[src/rtl/mem_arb_pkg.sv]
// Shared types and constants for the I/D cache memory arbiter.
// States, block geometry and the block-offset mask live here.
package mem_arb_pkg;

  typedef enum logic [2:0] {
    S_IDLE,
    S_WRITE,
    S_FILL_I,
    S_FILL_D,
    S_DONE
  } arb_state_t;

  localparam int ADDR_W      = 16;
  localparam int BLOCK_WORDS = 8;
  localparam int MEM_LATENCY = 4;
  localparam logic [15:0] OFF_MASK = 16'hFFF0;

endpackage

[src/rtl/mem_arbiter_fill_counter.sv]
// Word counter for block fills: clear, enable, terminal count.
// Used once for read issues and once for read returns.
module fill_counter #(
  parameter int W    = 4,
  parameter int TERM = 8
) (
  input  logic         clk,
  input  logic         rst,
  input  logic         clr,
  input  logic         en,
  output logic [W-1:0] count,
  output logic         tc
);

  always_ff @(posedge clk or posedge rst) begin
    if (rst) begin
      count <= '0;
    end else if (clr) begin
      count <= '0;
    end else if (en) begin
      count <= count + 1'b1;
    end
  end

  assign tc = (count == W'(TERM));

endmodule

[src/rtl/mem_arbiter.sv]
// Arbitrates I-miss, D-miss and D write-through onto one memory port.
// Fills stream a full block; returns are routed to the granted cache.
import mem_arb_pkg::*;

module mem_arbiter #(
  parameter int ADDR_W      = mem_arb_pkg::ADDR_W,
  parameter int BLOCK_WORDS = mem_arb_pkg::BLOCK_WORDS,
  parameter int MEM_LATENCY = mem_arb_pkg::MEM_LATENCY
) (
  input  logic              clk,
  input  logic              rst,
  input  logic              i_miss,
  input  logic [ADDR_W-1:0] i_miss_addr,
  input  logic              d_miss,
  input  logic [ADDR_W-1:0] d_miss_addr,
  input  logic              d_wr_req,
  input  logic [ADDR_W-1:0] d_wr_addr,
  input  logic [15:0]       d_wr_data,
  output logic [ADDR_W-1:0] mem_addr,
  output logic [15:0]       mem_wdata,
  output logic              mem_enable,
  output logic              mem_wr,
  input  logic              mem_data_valid,
  input  logic [15:0]       mem_rdata,
  output logic [15:0]       fill_data,
  output logic [2:0]        fill_word,
  output logic              i_fill_we,
  output logic              d_fill_we,
  output logic              i_fill_done,
  output logic              d_fill_done,
  output logic              d_wr_ack,
  output logic              busy
);

  // fill_word is 3 bits wide, so the block geometry is fixed
  if (BLOCK_WORDS != 8) begin : g_bad_block
    $error("mem_arbiter: BLOCK_WORDS must be 8");
  end
  if (MEM_LATENCY < 1) begin : g_bad_latency
    $error("mem_arbiter: MEM_LATENCY must be at least 1");
  end

  localparam logic [3:0] CNT_LAST = 4'(BLOCK_WORDS - 1);

  arb_state_t        state;
  logic [ADDR_W-1:0] base;
  logic              fill_d;
  logic              in_fill;
  logic [3:0]        iss_cnt;
  logic [3:0]        rcv_cnt;
  logic              iss_tc;
  logic              rcv_tc;

  assign in_fill = (state == S_FILL_I) || (state == S_FILL_D);

  fill_counter #(.W(4), .TERM(BLOCK_WORDS)) u_issue (
    .clk   (clk),
    .rst   (rst),
    .clr   (!in_fill),
    .en    (in_fill && !iss_tc),
    .count (iss_cnt),
    .tc    (iss_tc)
  );

  fill_counter #(.W(4), .TERM(BLOCK_WORDS)) u_recv (
    .clk   (clk),
    .rst   (rst),
    .clr   (!in_fill),
    .en    (in_fill && mem_data_valid && !rcv_tc),
    .count (rcv_cnt),
    .tc    (rcv_tc)
  );

  always_ff @(posedge clk or posedge rst) begin
    if (rst) begin
      state  <= S_IDLE;
      base   <= '0;
      fill_d <= 1'b0;
    end else begin
      unique case (state)
        S_IDLE: begin
          if (d_wr_req) begin
            state <= S_WRITE;
          end else if (d_miss) begin
            state  <= S_FILL_D;
            base   <= d_miss_addr & ADDR_W'(OFF_MASK);
            fill_d <= 1'b1;
          end else if (i_miss) begin
            state  <= S_FILL_I;
            base   <= i_miss_addr & ADDR_W'(OFF_MASK);
            fill_d <= 1'b0;
          end
        end
        S_WRITE: state <= S_IDLE;
        S_FILL_I, S_FILL_D: begin
          if (mem_data_valid && rcv_cnt == CNT_LAST) begin
            state <= S_DONE;
          end
        end
        S_DONE:  state <= S_IDLE;
        default: state <= S_IDLE;
      endcase
    end
  end

  always_comb begin
    mem_addr    = '0;
    mem_wdata   = '0;
    mem_enable  = 1'b0;
    mem_wr      = 1'b0;
    fill_data   = '0;
    fill_word   = '0;
    i_fill_we   = 1'b0;
    d_fill_we   = 1'b0;
    i_fill_done = 1'b0;
    d_fill_done = 1'b0;
    d_wr_ack    = 1'b0;
    unique case (state)
      S_WRITE: begin
        mem_enable = 1'b1;
        mem_wr     = 1'b1;
        mem_addr   = d_wr_addr;
        mem_wdata  = d_wr_data;
        d_wr_ack   = 1'b1;
      end
      S_FILL_I, S_FILL_D: begin
        if (!iss_tc) begin
          mem_enable = 1'b1;
          mem_addr   = base + ADDR_W'({iss_cnt, 1'b0});
        end
        if (mem_data_valid && !rcv_tc) begin
          fill_data = mem_rdata;
          fill_word = rcv_cnt[2:0];
          i_fill_we = (state == S_FILL_I);
          d_fill_we = (state == S_FILL_D);
        end
      end
      S_DONE: begin
        i_fill_done = !fill_d;
        d_fill_done = fill_d;
      end
      default: ;
    endcase
  end

  assign busy = (state != S_IDLE);

endmodule
[config.mk]
export PLATFORM = sky130hd
export DESIGN_NAME = mem_arbiter
export DESIGN_NICKNAME = d
export VERILOG_FILES = /design/src/rtl/mem_arb_pkg.sv /design/src/rtl/mem_arbiter_fill_counter.sv /design/src/rtl/mem_arbiter.sv
export SDC_FILE = /design/constraint.sdc
export NUM_CORES = 1
export LEC_CHECK = 0
export CAP_MARGIN = 10
export CORE_ASPECT_RATIO = 0.5
export CORE_MARGIN = 1.5
export CORE_UTILIZATION = 25
export CTS_CLUSTER_DIAMETER = 50
export DETAILED_ROUTE_END_ITERATION = 10
export PLACE_DENSITY_LB_ADDON = 0.1
export SLEW_MARGIN = 20
export SYNTH_ARGS = -nofsm -noshare
export SYNTH_HDL_FRONTEND = slang
export SYNTH_HIERARCHICAL = 1
export SYNTH_SLANG_ARGS = --single-unit
[constraint.sdc]
create_clock -name clk -period 2.26 [get_ports clk]
set_clock_uncertainty 0.2 [all_clocks]
set_input_delay 0.339 -clock clk [delete_from_list [all_inputs] [get_ports clk]]
set_output_delay 0.339 -clock clk [all_outputs]
set_load 0.005 [all_outputs]
==> Word level (Yosys, flattened, before mapping) <==
Index checks and enable logic that the tools add are counted.
{ "totals": {"ff_bits": 28, "inputBits": 86, "wordCells": 64} }
{ "op_classes": {"n_addsub": 3, "eq_ne": 11, "muxes": 29, "n_bitwise": 1, "n_reduce_logical": 15} }
{ "ops": {"columns": ["cell", "n"], "rows": [
  ["$mux 16", 6],
  ["$pmux 16 s2", 1],
  ["$mux 3", 6],
  ["$add 16x5->16", 1],
  ["$mux 4", 4],
  ["$mux 1", 10],
  ["$add 4x1->4 const B", 2],
  ["$eq 4x4->1 const B", 2],
  ["$eq 3x2->1 const B", 2],
  ["$pmux 3 s2", 1],
  ["$logic_and 1x1->1", 5],
  ["$eq 4x3->1 const B", 1],
  ["$ne 2x1->1 const B", 2],
  ["$ne 4x4->1 const B", 1],
  ["$eq 3x1->1 const B", 1],
  ["$eq 3x3->1 const B", 1],
  ["$logic_not 1->1", 3],
  ["$logic_not 3->1", 1],
  ["$reduce_and 3->1", 1],
  ["$reduce_bool 3->1", 1],
  ["$ne 2x2->1 const B", 1],
  ["$pmux 1 s2", 1],
  ["$reduce_and 2->1", 1],
  ["$reduce_bool 2->1", 1],
  ["3 further kinds", 3]
]} }

==> Logic depth before layout (Yosys ltp) <==
{ "depth": {"depth_word": 6, "ltp_mapped": 7, "ltp_nobuf": 6} }

==> Modules after synthesis <==
The synthesis kept the hierarchy.
{ "modules_own_cells": {"columns": ["module", "instances", "cells_each", "area_per_inst_um2", "seq_area_each_um2"], "rows": [
  ["mem_arbiter", 1, 168, 1493.9, 400.4],
  ["fill_counter", 2, 21, 225.2, 100.1]
]} }

==> Least setup slack after synthesis <==
Ideal clock, no wire load.
{ "synth_timing": {"kind": "flip-flop to flip-flop", "from": "register u_recv.count[0]", "to": "register u_recv.count[3]", "arrival_ns": 1.613, "required_ns": 1.935, "setup_slack_ns": 0.322, "path_stages_with_launch": 8, "cell_sequence": "dfrtp_1 > inv_1 > ha_1 > and3b_1 > nor3b_4 > buf_6 > nand4_1 > mux2_4"} }
{ "synth_via": {"elab_chain_cells": 4, "elab_cells_between_ends": 7, "cone_classes": "add/sub (1); eq/ne (2); mux (2); reduce/logical (2)"} }
{ "synth_rtl": {"columns": ["element", "line_no", "source"], "rows": [
  ["start: declaration", "mem_arbiter_fill_counter.sv:11", "output logic [W-1:0] count,"],
  ["start signal: assignment", "mem_arbiter_fill_counter.sv:21", "count <= count + 1'b1;"],
  ["$eq 4x4->1", "mem_arbiter_fill_counter.sv:25", "assign tc = (count == W'(TERM));"],
  ["via rcv_tc", "mem_arbiter.sv:52", "logic rcv_tc;"],
  ["$logic_not 1->1", "mem_arbiter.sv:69", ".en (in_fill && mem_data_valid && !rcv_tc),"],
  ["$logic_and 1x1->1", "mem_arbiter.sv:69", null],
  ["$ne 2x1->1 (no source line)", null, null]
]} }
The timed path passes the listed nets, and every way through them passes these cells. The select of a mux whose other input is x is not followed.
A chain may end at the register's enable or synchronous reset.

==> Final worst setup path <==
{ "layout_timing": {"from": "register base[4]", "to": "output port mem_addr[11]"} }
{ "layout_via": {"elab_chain_cells": 3} }
{ "layout_rtl": {"columns": ["element", "line_no", "source"], "rows": [
  ["start: declaration", "mem_arbiter.sv:46", "logic [ADDR_W-1:0] base;"],
  ["start signal: assignment", "mem_arbiter.sv:86", "base <= d_miss_addr & ADDR_W'(OFF_MASK);"],
  ["start signal: assignment", "mem_arbiter.sv:90", "base <= i_miss_addr & ADDR_W'(OFF_MASK);"],
  ["$add 16x5->16", "mem_arbiter.sv:129", "mem_addr = base + ADDR_W'({iss_cnt, 1'b0});"],
  ["$mux 16", "mem_arbiter.sv:127", "if (!iss_tc) begin"],
  ["$pmux 16 s2", "mem_arbiter.sv:118", "unique case (state)"],
  ["end: declaration", "mem_arbiter.sv:19", "output logic [ADDR_W-1:0] mem_addr,"]
]} }
Every way passes these cells.

==> out/qor.yml <==
maxCapViolCount: 0
cts_tree: "yes"
dr.pass1.iters: 4
ys_ff_latch: 24
worstHoldPathType: "primary input to asynchronous set/reset pin"
fillers: 633
tightest_slew_ns: 0.6307
status: "complete, but fails checks"
synth_largest_area_cell: "dfrtp_1"
hold_viol: 0
place_hpwl_um: 4581
synth_edf_count: 0
grt_pass1_wl_um: 10530
postSynthCellCount: 210
ff_latch_area_um2: 601.8
globalRouteMet3Util_pct: 3.176
slew_headroom_pct: 57.91
grtUsageTotal_pct: 15.59
netlist.area_leader.share_pct: 30.89
initial_utilization_pct: 26.16
final_area_um2: 4267
die_area_um2: 8348
fp.dieW_um: 127.7
num_vias: 2191
cts_buffers: 3
r2r.worst_path.cells: 10
cp-start-kind: "register"
yosys_warnings: 6
avgSynthCellArea_um2: 9.259
gp_congestion: 0.7024
grt_max_degree: 36
critical_path_class: "register to primary output"
grt_setup_unrepaired: "true"
crit_path_end_kind: "primary output"
placed_cells: 460
netlist_area_um2: 1944
setup_ws_ns: -0.1707
post-route-period-util_pct: 107.6
core-area_um2: 7432
root_buffer: "clkbuf_16"
max_freq_ghz: 0.4114
grt_pass1_vias: 2339
placed_area_um2: 3603
busiest_layer: "met2"
overflow: 0
clockBufferDepth: 2
nets: 490
vdd_drop_max_mv: 0.4504
synthDistinctLibCells: 38
p_per_area_nw_per_um2: 1051
areaGrowthSynthToFinish_pct: 119.4
ant_nets: 0
yosysSeqAreaShare_pct: 30.89
use_met1_pct: 17.74
vias_per_cell: 4.444
path_clk_slew_ns: 0.06
multi_input_area_um2: 1369
die_h_um: 65.36
setup_viol: 34
cts.htree.levels: 1
ys.flop_type: "dfrtp_1"
drive_gt1_share_pct: 38.79
layout_min_cycle_time_ns: 2.431
holdBufCountCts: 0
cp.required_ns: 1.72
path_max_fanout: 2
drc_errors: 0
whs_ns: 0.1442
synth_nets: 302
r2r_setup_slack_ns: 0.08
drt-wirelength-per-cell_um: 13.71
grt_util_met2_pct: 31.38
drt_iter0_markers: 70
violations: "negative setup slack"
synthTopCellsByArea: "dfrtp_1 (31%), and2_1 (12%), a22o_1 (7.2%), mux2i_1 (7.2%), nor2_1 (4.6%)"
io_buffer_count: 136
core.rowCount: 22
final_cell_count_no_fill: 493
total_power_uw: 4482
setup-tns-final_ns: -1.534
clock_sinks: 24
clkLatencyLatePin_ns: 0.25
diodes: 0
worst_ep_arrival_time_ns: 1.89
routed_wl_um: 6757
p_leak_uw: 0.002265
async_flop_share_pct: 100.0
slew_violations: 0
antenna_found_initial: 0
num_io_pins: 145
[routing by layer]
layer / share of wire (%) / vias up
met5: 0 / -
met4: 0.36 / 0
met3: 4.9 / 2
met2: 52 / 62
met1: 43 / 1032
li1: - / 1095
[worst max-delay path: stages, from the launching register on]
cell	delay, ns
dfrtp_1	0.40
ha_4	0.16
buf_6	0.08
nand4_1	0.12
buf_4	0.18
buf_4	0.14
nor2_2	0.08
xnor2_1	0.08
a22o_1	0.19
clkdlybuf4s15_2	0.20
[through the flow]
stage	setup WS (ns)	util (%)
after detailed placement	-0.2000	48.48
after floorplan	0.3219	-
after CTS	-0.1626	54.14
after global placement	-0.1926	48.48
final	-0.1707	57.41
after global routing	-0.2276	57.41
[timing repair]
item | CTS | global route
setup buffers | 12 | 9
pin swaps | 28 | 18
cloned | 5 | 3
resized for setup | 202 | 41
endpoints found under the setup margin | 54 | 59
[registers in the layout, indices dropped and copies added (netlist names)]
name           flops
base              12
state              3
fill_d             1
u_issue/count      4
u_recv/count       4
[path summary, 6_finish.rpt]
kind | from | to
worst min-delay path | rst | u_issue/count[3]$_DFFE_PP0P_
worst min register to register | base[14]$_DFFE_PP0P_ | base[14]$_DFFE_PP0P_
max in group asynchronous | rst | state[1]$_DFFE_PP0P_
worst max-delay path | base[4]$_DFFE_PP0P_ | mem_addr[11]
min in group clk | base[14]$_DFFE_PP0P_ | base[14]$_DFFE_PP0P_
worst max register to register | u_issue/count[3]$_DFFE_PP0P_ | u_issue/count[3]$_DFFE_PP0P_
[power by group]
part           switching, uW  leakage (uW)  internal, uW
sequential               155      0.000285           629
combinational           1280       0.00194          2000
clock                    143     0.0000442           270
[cell families (layout without fill, tap and decap cells)]
kind of cell,Yosys count,after routing,share of synthesized area [%]
flip-flops,24,24,30.89
multiplexers,16,16,8.751
AO/OA/AOI/OAI,36,36,14.86
buffers and inverters,22,209,6.756
AND/OR/NAND/NOR,94,94,29.47
XOR/XNOR,12,12,5.405
adder cells (fa/ha/maj),6,6,3.861
[synthesized netlist by cell type, drive strengths merged (2+ instances only)]
cell,instances
nand3b,2
and2,37
ha,6
and3b,2
nor3b,2
nor2b,4
nor3,3
mux2,2
nor4,2
a21oi,15
nor2,25
dfrtp,24
a22o,16
a21bo,2
nand4,4
buf,9
xor2,6
xnor2,6
inv,11
clkbuf,2
nand2,4
nand3,5
mux2i,14
[cells in the final DEF, fill, tap and decap left out, types with 2 or more instances in the layout]
| master | n |
|---|---|
| nor2_2 | 2 |
| nor4_4 | 2 |
| and2_1 | 17 |
| a22o_1 | 16 |
| and2_4 | 20 |
| buf_2 | 14 |
| nor2_4 | 3 |
| a21oi_2 | 7 |
| nand3_1 | 3 |
| ha_4 | 2 |
| xor2_1 | 6 |
| nor2b_1 | 3 |
| xnor2_1 | 6 |
| dfrtp_1 | 23 |
| buf_6 | 32 |
| dlymetal6s2s_1 | 19 |
| nor3b_4 | 2 |
| nor2_1 | 20 |
| clkbuf_16 | 5 |
| clkdlybuf4s15_2 | 3 |
| a21oi_1 | 8 |
| mux2i_1 | 14 |
| nor3_2 | 2 |
| buf_16 | 5 |
| nand3b_1 | 2 |
| nand2_1 | 4 |
| a21bo_2 | 2 |
| buf_12 | 5 |
| clkdlybuf4s50_1 | 80 |
| ha_1 | 3 |
| inv_1 | 11 |
| and3b_2 | 2 |
| buf_4 | 34 |
| nand4_1 | 4 |
| mux2_4 | 2 |
[area by class of cell]
cell class / count / area share (%)
clock buffers: 4 / 2.082
flip-flops and latches: 24 / 14.11
inverters: 11 / 0.9677
well taps: 96 / 2.815
multi-input cells: 164 / 32.08
repair buffers: 194 / 47.95
No activity file was read; power rests on OpenSTA's default activity.
